===== src/rtl/au_sat_pipe_pkg.sv =====
// Shared op encodings and saturation-limit helpers for the saturating add/sub unit.
// No latency: constants and constant functions only.
// No flow control: nothing in this package holds state.
package au_pkg;

    typedef enum logic [1:0] {
        AU_ADD  = 2'b00,
        AU_SUB  = 2'b01,
        AU_PADD = 2'b10,
        AU_PSUB = 2'b11
    } au_op_e;

    // Widest lane/word the limit helpers can describe; callers slice down to their width.
    localparam int SAT_MAX_W = 64;

    function automatic logic [SAT_MAX_W-1:0] sat_max(input int w);
        return (SAT_MAX_W'(1) << (w - 1)) - SAT_MAX_W'(1);
    endfunction

    function automatic logic [SAT_MAX_W-1:0] sat_min(input int w);
        return SAT_MAX_W'(1) << (w - 1);
    endfunction

endpackage


===== src/rtl/au_sat_pipe_lane.sv =====
// One lane of the adder: a + b + cin with raw carry and signed-overflow detect.
// Purely combinational, zero cycles.
// No flow control; the enclosing pipeline registers the outputs.
module au_lane #(
    parameter int LW = 8
) (
    input  logic [LW-1:0] a,
    input  logic [LW-1:0] b,
    input  logic          cin,
    output logic [LW-1:0] sum,
    output logic          carry,
    output logic          ov
);

    logic [LW:0] full_sum;

    assign full_sum = {1'b0, a} + {1'b0, b} + {{LW{1'b0}}, cin};
    assign sum      = full_sum[LW-1:0];
    assign carry    = full_sum[LW];

    // b is already inverted for subtracts, so this is the plain same-sign-in / other-sign-out test.
    assign ov = (a[LW-1] == b[LW-1]) & (sum[LW-1] != a[LW-1]);

endmodule


===== src/rtl/au_sat_pipe.sv =====
// Pipelined saturating ADD/SUB and packed PADD/PSUB with Z/V/N flags and raw carry.
// Latency 2 cycles (S1 raw sum, S2 saturated result), 1 op/cycle when not stalled.
// valid/ready: each stage advances only when the stage downstream is empty or draining.
module au_sat_pipe
    import au_pkg::*;
#(
    parameter int WIDTH = 16,
    parameter int LANES = 2
) (
    input  logic             clk,
    input  logic             rst,
    input  logic             in_valid,
    output logic             in_ready,
    input  logic [1:0]       op,
    input  logic [WIDTH-1:0] a,
    input  logic [WIDTH-1:0] b,
    output logic             out_valid,
    input  logic             out_ready,
    output logic [WIDTH-1:0] result,
    output logic             cout,
    output logic             flag_z,
    output logic             flag_v,
    output logic             flag_n
);

    localparam int LW = WIDTH / LANES;

    localparam logic [SAT_MAX_W-1:0] LANE_MAX_X = sat_max(LW);
    localparam logic [SAT_MAX_W-1:0] LANE_MIN_X = sat_min(LW);
    localparam logic [SAT_MAX_W-1:0] WORD_MAX_X = sat_max(WIDTH);
    localparam logic [SAT_MAX_W-1:0] WORD_MIN_X = sat_min(WIDTH);

    localparam logic [LW-1:0]    LANE_MAX = LANE_MAX_X[LW-1:0];
    localparam logic [LW-1:0]    LANE_MIN = LANE_MIN_X[LW-1:0];
    localparam logic [WIDTH-1:0] WORD_MAX = WORD_MAX_X[WIDTH-1:0];
    localparam logic [WIDTH-1:0] WORD_MIN = WORD_MIN_X[WIDTH-1:0];

    typedef struct packed {
        logic [WIDTH-1:0] sum;
        logic [LANES-1:0] ov;
        logic [LANES-1:0] a_msb;
        logic             packed_mode;
        logic             cout;
    } s1_t;

    au_op_e           op_e;
    logic             is_sub;
    logic             is_packed;
    logic [WIDTH-1:0] b_eff;
    logic [WIDTH-1:0] lane_sum;
    logic [LANES-1:0] lane_ov;
    logic [LANES-1:0] lane_a_msb;

    s1_t              s1_d;
    s1_t              s1_q;
    logic             s1_valid;
    logic             s1_adv;
    logic             s2_adv;

    logic [WIDTH-1:0] sat_res;
    logic             any_ov;

    assign op_e      = au_op_e'(op);
    assign is_sub    = (op_e == AU_SUB)  || (op_e == AU_PSUB);
    assign is_packed = (op_e == AU_PADD) || (op_e == AU_PSUB);
    assign b_eff     = is_sub ? ~b : b;

    assign s2_adv   = ~out_valid | out_ready;
    assign s1_adv   = ~s1_valid | s2_adv;
    assign in_ready = ~rst & s1_adv;

    // Each lane's carry-in: the op's own cin at lane 0 and at every boundary in packed
    // modes, otherwise the carry rippling up from the lane below.
    for (genvar k = 0; k < LANES; k++) begin : g_lane
        logic          cin;
        logic          carry;
        logic          ov;
        logic [LW-1:0] sum;

        if (k == 0) begin : g_first
            assign cin = is_sub;
        end else begin : g_chain
            assign cin = is_packed ? is_sub : g_lane[k-1].carry;
        end

        au_lane #(.LW(LW)) u_lane (
            .a     (a[k*LW +: LW]),
            .b     (b_eff[k*LW +: LW]),
            .cin   (cin),
            .sum   (sum),
            .carry (carry),
            .ov    (ov)
        );

        assign lane_sum[k*LW +: LW] = sum;
        assign lane_ov[k]           = ov;
        assign lane_a_msb[k]        = a[k*LW + LW - 1];
    end

    assign s1_d.sum         = lane_sum;
    assign s1_d.ov          = lane_ov;
    assign s1_d.a_msb       = lane_a_msb;
    assign s1_d.packed_mode = is_packed;
    assign s1_d.cout        = g_lane[LANES-1].carry;

    always_ff @(posedge clk) begin
        if (rst) begin
            s1_valid <= 1'b0;
            s1_q     <= '0;
        end else if (s1_adv) begin
            s1_valid <= in_valid;
            if (in_valid) begin
                s1_q <= s1_d;
            end
        end
    end

    // Full-width ops: the top lane's overflow, computed on the chained carry, is the word's overflow.
    always_comb begin
        sat_res = s1_q.sum;
        any_ov  = 1'b0;
        if (s1_q.packed_mode) begin
            any_ov = |s1_q.ov;
            for (int k = 0; k < LANES; k++) begin
                if (s1_q.ov[k]) begin
                    sat_res[k*LW +: LW] = s1_q.a_msb[k] ? LANE_MIN : LANE_MAX;
                end
            end
        end else begin
            any_ov = s1_q.ov[LANES-1];
            if (any_ov) begin
                sat_res = s1_q.a_msb[LANES-1] ? WORD_MIN : WORD_MAX;
            end
        end
    end

    always_ff @(posedge clk) begin
        if (rst) begin
            out_valid <= 1'b0;
            result    <= '0;
            cout      <= 1'b0;
            flag_z    <= 1'b0;
            flag_v    <= 1'b0;
            flag_n    <= 1'b0;
        end else if (s2_adv) begin
            out_valid <= s1_valid;
            if (s1_valid) begin
                result <= sat_res;
                cout   <= s1_q.cout;
                flag_z <= ~|sat_res;
                flag_v <= any_ov;
                flag_n <= sat_res[WIDTH-1];
            end
        end
    end

endmodule


===== config.mk =====
export PLATFORM = sky130hd
export DESIGN_NAME = au_sat_pipe
export DESIGN_NICKNAME = d
export VERILOG_FILES = /design/src/rtl/au_sat_pipe_pkg.sv /design/src/rtl/au_sat_pipe_lane.sv /design/src/rtl/au_sat_pipe.sv
export SDC_FILE = /design/constraint.sdc
export NUM_CORES = 1
export LEC_CHECK = 0
export CORE_MARGIN = 1
export CORE_UTILIZATION = 30
export CTS_CLUSTER_DIAMETER = 60
export CTS_CLUSTER_SIZE = 8
export DETAILED_ROUTE_END_ITERATION = 10
export PLACE_DENSITY_LB_ADDON = 0.08
export SYNTH_ARGS = -nofsm -noshare
export SYNTH_HDL_FRONTEND = slang
export SYNTH_SLANG_ARGS = --single-unit

===== constraint.sdc =====
create_clock -name clk -period 4.65 [get_ports clk]
set_clock_uncertainty 0.15 [all_clocks]
set_input_delay 0.465 -clock clk [delete_from_list [all_inputs] [get_ports clk]]
set_output_delay 0.465 -clock clk [all_outputs]
set_load 0.01 [all_outputs]

==> impl_metrics.ini, run 1 <==
[cts]
postCtsResizedCells = 0
cts_hold_buffers = 0
cts_buffers = 5
worstSkewPairLatency_ns = 0.29
clock_sink_count = 43
ctsHtreeMaxLevel = 2
postCtsSetupBuffers = 0
tritoncts = built
root_buffer = sky130_fd_sc_hd__clkbuf_8
path_clk_slew_ns = 0.08
cts_max_path_buffers = 2

[layout]
final_design_area_no_fill_sq_mm = 0.00326
layout.filler_cells = 813
multi_input_area_sq_mm = 0.00154
layout.nets = 401
area.growth.synth_to_final_pct = 30.7
layout.area.seq_sq_um = 861
num_antenna_cells = 0
layout-drive-gt1-share_pct = 4.03

[worst_setup_path]
arrival_time_of_data_at_the_critical_path_endpoint_ns = 4.12
path_delay_family = compound AO/OA/AOI/OAI gates
crit_path_max_fanout = 6
worst_path_max_delay_cell = sky130_fd_sc_hd__clkdlybuf4s50_1
critical_path.n_buffers_inverters = 1
endpoint_class_of_the_critical_path = register
required_ns = 4.65
cp-start-kind = primary input
timing.critical_path.cells = clkdlybuf4s50_1, xor2_1, ha_1, nor2b_1, o31a_1, o21a_1, o21ai_1, a21oi_1, fa_1, fa_1, a211oi_1, o21bai_1, a21oi_1, nand2b_1, a221oi_1
path_class = primary input to register
critical-path-max-stage-delay_ns = 0.56

[floorplanning]
floorplan.io_pins = 60
core_area_sq_mm = 0.00789
die_x_um = 93.2
start_util_pct = 31.7
full_die_area_sq_mm = 0.00869
std_cell_rows = 32
chipHeight_um = 93.2

[timing]
achievable-frequency_mhz = 243
layout_min_cycle_time_ns = 4.11
worst_pin_slew_ns = 0.897
slew_viol_final = 0
slew_headroom_pct = 40.0
totalNegativeSetupSlack_ns = 0
hold_viol = 0
fin_crit_sh_pct = 88.5
grt_setup_unrepaired = false
setup_viol = 0
hold_ws_ns = 0.301

[power]
power.static_leakage_nw = 1.18
maximum_vdd_ir_drop_uv = 109
power_density_mw_per_mm2 = 307

[yosys]
synth_fp_nets = 353
ys_seq_elements = 43
synth_area_sq_mm = 0.00250
synth_edf_count = 0
synthDominantCellAreaShare_pct = 34.5
synth_async_sr_flop_share_pct = 0
synthMostInstantiatedCell = sky130_fd_sc_hd__dfxtp_1
ys_warn_count = 0
post_synth.cell_area_avg_sq_um = 8.38
synth_sequential_area_ratio_pct = 34.5
synth.top_cells.by_area = sky130_fd_sc_hd__dfxtp_1 34%, sky130_fd_sc_hd__a21oi_1 7.0%, sky130_fd_sc_hd__ha_1 7.0%
synthDistinctLibCells = 45
yosys.area.top_type = sky130_fd_sc_hd__dfxtp_1
netlist_instances = 298
top_ff_cell_synth = sky130_fd_sc_hd__dfxtp_1
most_used_standard_cells_in_the_synthesized_netlist = 43 x sky130_fd_sc_hd__dfxtp_1, 38 x sky130_fd_sc_hd__nand2_1, 35 x sky130_fd_sc_hd__a21oi_1

[global_route]
number_of_antenna_violations_at_the_first_check_in_global_routing = 0
grt_overflow_total = 0
overall_global_routing_usage_pct = 14.0
grt_start_max_net_pins = 56
grt_pass1_vias = 2064
grt_pass1_wl_um = 9790

[drt]
routed_wl_um = 5700
detail-route-antenna-nets = 0
drt-pass1-iter-count = 4
vias = 2174
vias_per_cell = 4.84
route.detailed.wl_per_inst_um = 12.7
drcViolationCount = 0
initial_drc_count = 75

[place]
numPortBuffers = 59
detailed_place.area_sq_mm = 0.00315
place.detailed.hpwl_um = 4320
routabilityCongestion = 0.718

[min_path]
worst_hold_path_type = register to register

[flow_run]
cap_viol_max_count = 0

[status]
status = complete, no violations
-- path summary, 6_finish.rpt --
check,from,slack (ns),cells after the start,to
setup / recovery,op[0],0.54,15,s1_q[0]$_SDFFE_PP0P_
hold / removal,result[10]$_SDFFE_PP0P_,0.30,2,result[10]$_SDFFE_PP0P_
setup reg to reg,s1_valid$_SDFFE_PP0N_,2.61,4,s1_q[5]$_SDFFE_PP0P_
hold reg to reg,result[10]$_SDFFE_PP0P_,0.30,2,result[10]$_SDFFE_PP0P_
-- placed cells by master, fill, tap and decap left out, types with 6 or more instances in the layout --
cell type / n
sky130_fd_sc_hd__clkdlybuf4s50_1: 59
sky130_fd_sc_hd__dfxtp_1: 43
sky130_fd_sc_hd__nand2_1: 38
sky130_fd_sc_hd__a21oi_1: 35
sky130_fd_sc_hd__nor2_1: 23
sky130_fd_sc_hd__xor2_1: 19
sky130_fd_sc_hd__o211ai_1: 16
sky130_fd_sc_hd__ha_1: 14
sky130_fd_sc_hd__nand3b_1: 9
sky130_fd_sc_hd__nor3_1: 8
sky130_fd_sc_hd__a211oi_1: 7
sky130_fd_sc_hd__nand3_1: 6
sky130_fd_sc_hd__clkbuf_8: 6
-- registers in the layout, indices dropped and copies added (netlist names) --
| signal | cells |
|---|---|
| cout | 1 |
| flag_v | 1 |
| flag_z | 1 |
| out_valid | 1 |
| result | 16 |
| s1_q | 22 |
| s1_valid | 1 |
-- metrics by stage --
step	utilization [%]	std cells	setup WS (ns)	total power, mW
after floorplan	-	298	0.859	0.616
after global placement	39.9	441	0.295	0.713
after detailed placement	39.9	441	0.235	0.716
after CTS	41.4	449	0.555	1.02
after global routing	41.4	449	0.225	1.07
final	41.4	449	0.535	1.00
-- where the power goes --
part / leakage, nW / switching, mW / internal (mW)
logic: 0.766 / 0.142 / 0.140
clock network: 0.0612 / 0.123 / 0.174
registers: 0.352 / 0.0245 / 0.400
-- cells by family (layout without fill, tap and decap cells) --
kind of cell | Yosys count | in the layout | synth area share [%]
simple gates | 105 | 105 | 20.6
compound gates | 85 | 85 | 22.7
flops | 43 | 43 | 34.5
buf+inv | 24 | 73 | 4.01
xor+xnor | 22 | 22 | 7.72
fa+ha+maj | 17 | 17 | 9.42
mux | 2 | 2 | 1.00
-- layer usage --
layer | vias up | global-route usage (%) | share of wire, %
met5 | - | 0 | 0
met4 | 0 | 3.85 | 1.0
met3 | 4 | 2.76 | 4.3
met2 | 63 | 20.8 | 41
met1 | 947 | 20.5 | 54
li1 | 1160 | - | -
-- layout make-up --
class                   count  share of cell area (%)
well taps                 102                    3.91
flip-flops and latches     43                    26.4
clock buffers               6                    2.53
multi-input cells         231                    47.1
clock inverters             2                    1.07
repair buffers             61                    18.6
inverters                   4                   0.460
-- worst min-delay path: cells and delay by family, from the launching register on --
family           cells  cell delay, ns
AO/OA/AOI/OAI        1            0.05
flip-flops           1            0.31
AND/OR/NAND/NOR      1            0.05
Power figures use the tool's default switching activity.
==> run 2: changes to the inputs <==
- CAP_MARGIN: unset -> 5
- DONT_BUFFER_PORTS: unset -> 1
- clock period: 4.65 -> 4 ns (I/O delays scaled with it)
==> run 2 against run 1 <==
Net effect: non-clock buffer count shrank 60; worst setup slack gained 0.096 ns; register-to-register slack lost 0.71 ns; clock-buffer cell count is the same; die area is the same; critical path depth shrank 1; largest power group unchanged; highest routed layer unchanged; global-route usage is essentially flat.
==> impl_metrics.ini, run 2 (synthesis gave the netlist of run 1 again) <==
[layout]
layout.nets = 341
largest_reg_flops = 22
top_register = s1_q
layout-drive-gt1-share_pct = 4.18
commonest_non_fill_non_tap_cell_in_the_layout = sky130_fd_sc_hd__dfxtp_1
layout_common_cells = 43 x sky130_fd_sc_hd__dfxtp_1, 38 x sky130_fd_sc_hd__nand2_1, 35 x sky130_fd_sc_hd__a21oi_1
area.growth.synth_to_final_pct = 6.81
biggestRegsByFlops = s1_q x22, result x16
final_core_util_pct = 33.8
num_antenna_cells = 0

[worst_setup_path]
regToRegStartpoint = out_valid$_SDFFE_PP0P_
rr_endpoint = s1_q[5]$_SDFFE_PP0P_
timing.reg2reg.worst_path_depth = 4
path_class = primary input to register
endpoint_class_of_the_critical_path = register
cp-start-kind = primary input
reg2reg_setup_slack_ns = 1.90
arrival_time_of_data_at_the_critical_path_endpoint_ns = 3.39
required_ns = 4.02
crit_path_max_fanout = 17

[drt]
initial_drc_count = 86
vias_per_cell = 5.05
drcViolationCount = 0
detail-route-antenna-nets = 0
routed_wl_um = 5780
vias = 1965
drt-pass1-iter-count = 4
route.detailed.wl_per_inst_um = 14.8

[timing]
totalNegativeSetupSlack_ns = 0
grt_setup_unrepaired = false
setup_viol = 0
fin_crit_sh_pct = 84.2
slew_viol_final = 0
worst_pin_slew_ns = 0.918
layout_min_cycle_time_ns = 3.37
achievable-frequency_mhz = 297
slew_headroom_pct = 38.7
hold_viol = 0

[global_route]
number_of_antenna_violations_at_the_first_check_in_global_routing = 0
overall_global_routing_usage_pct = 14.0
global_route_track_usage_on_met1_pct = 21.5
grt_pass1_wl_um = 9710
grt_pass1_vias = 1913
grt_overflow_total = 0
grt_busiest_layer = met1
use_met3_pct = 3.90
global_route.usage.met2_pct = 18.6
grt_start_max_net_pins = 56

[floorplanning]
chipHeight_um = 93.2
die_x_um = 93.2
start_util_pct = 31.7
floorplan.io_pins = 60
std_cell_rows = 32
full_die_area_sq_mm = 0.00869
core_area_sq_mm = 0.00789

[cts]
worstSkewPairLatency_ns = 0.29
clock_sink_count = 43
cts_max_path_buffers = 2
ctsHtreeMaxLevel = 2
tritoncts = built
root_buffer = sky130_fd_sc_hd__clkbuf_8
path_clk_slew_ns = 0.08
cts_buffers = 5

[min_path]
min-delay-start = rst
holdPathStages = 1
hold-path-endpoint = s1_q[2]$_SDFFE_PP0P_
worst_hold_path_type = primary input to register

[power]
power.static_leakage_nw = 0.953
power_density_mw_per_mm2 = 412
maximum_vdd_ir_drop_uv = 155

[place]
numPortBuffers = 0
place.detailed.hpwl_um = 4200
routabilityCongestion = 0.760

[status]
status = complete, no violations

[flow_run]
cap_viol_max_count = 0
run 2: changes by cell type in the layout (fill, tap and decap cells not counted):
cell	change
sky130_fd_sc_hd__buf_4	-2
sky130_fd_sc_hd__clkdlybuf4s50_1	-59
sky130_fd_sc_hd__dlygate4sd3_1	+1
run 2: how the worst max path moves through the flow:
stage	startpoint	endpoint	cells after the start	slack [ns]
6_report	op[0]	s1_q[0]$_SDFFE_PP0P_	14	0.63
5_1_grt	op[0]	s1_q[0]$_SDFFE_PP0P_	14	0.44
4_1_cts	op[0]	s1_q[0]$_SDFFE_PP0P_	14	0.64
3_5_place_dp	op[0]	s1_q[0]$_SDFFE_PP0P_	14	0.33
3_3_place_gp	op[0]	s1_q[0]$_SDFFE_PP0P_	14	0.37
2_1_floorplan	op[0]	s1_q[0]$_SDFFE_PP0P_	16	0.27
run 2: per-layer routing:
layer / up-vias / wire (um) / share of wire (%)
met1: 870 / 3150 / 54
met5: - / 0 / 0
met2: 52 / 2220 / 38
met4: 0 / 70 / 1.2
li1: 1038 / - / -
met3: 5 / 343 / 5.9
run 2: critical path: stages:
cell                       delay (ns)
sky130_fd_sc_hd__xor2_1          0.15
sky130_fd_sc_hd__ha_1            0.32
sky130_fd_sc_hd__nor2b_1         0.17
sky130_fd_sc_hd__o31a_1          0.25
sky130_fd_sc_hd__o21a_1          0.20
sky130_fd_sc_hd__o21ai_1         0.13
sky130_fd_sc_hd__a21oi_1         0.09
sky130_fd_sc_hd__fa_1            0.41
sky130_fd_sc_hd__fa_1            0.44
sky130_fd_sc_hd__a211oi_1        0.30
sky130_fd_sc_hd__o21bai_1        0.12
sky130_fd_sc_hd__a21oi_1         0.21
sky130_fd_sc_hd__nand2b_1        0.13
sky130_fd_sc_hd__a221oi_1        0.07
run 2: cell type report:
type / instances / area [sq um]
Inverter: 4 / 15.0
Tap cell: 102 / 128
Sequential cell: 43 / 861
Multi-Input combinational cell: 231 / 1540
Fill cell: 856 / 5220
Clock inverter: 2 / 35.0
Clock buffer: 6 / 82.6
Timing Repair Buffer: 1 / 10.0
run 2: power breakdown:
group          total (mW)  switching [mW]  leakage (nW)  internal, mW
combinational       0.248           0.136         0.540         0.112
sequential          0.501          0.0363         0.352         0.465
clock               0.350           0.148        0.0612         0.202
run 2: what timing repair did:
item                                    4_1_cts  5_1_grt
setup buffers                                 0        0
resized for setup                             0        0
hold buffers                                  0        1
hold endpoints to repair                      0        6
endpoints found under the setup margin        0        0
run 2: stage by stage:
step | setup WS [ns] | power [mW] | cell area [sq um] | hold WS (ns) | cells
final | 0.631 | 1.10 | 2670 | 0.0194 | 389
after global routing | 0.436 | 1.18 | 2670 | 0.000135 | 389
after CTS | 0.637 | 1.11 | 2660 | 0.00811 | 388
after detailed placement | 0.333 | 0.759 | 2540 | 0.300 | 380
after global placement | 0.372 | 0.758 | 2540 | 0.288 | 380
after floorplan | 0.274 | 0.716 | 2500 | 0.282 | 298
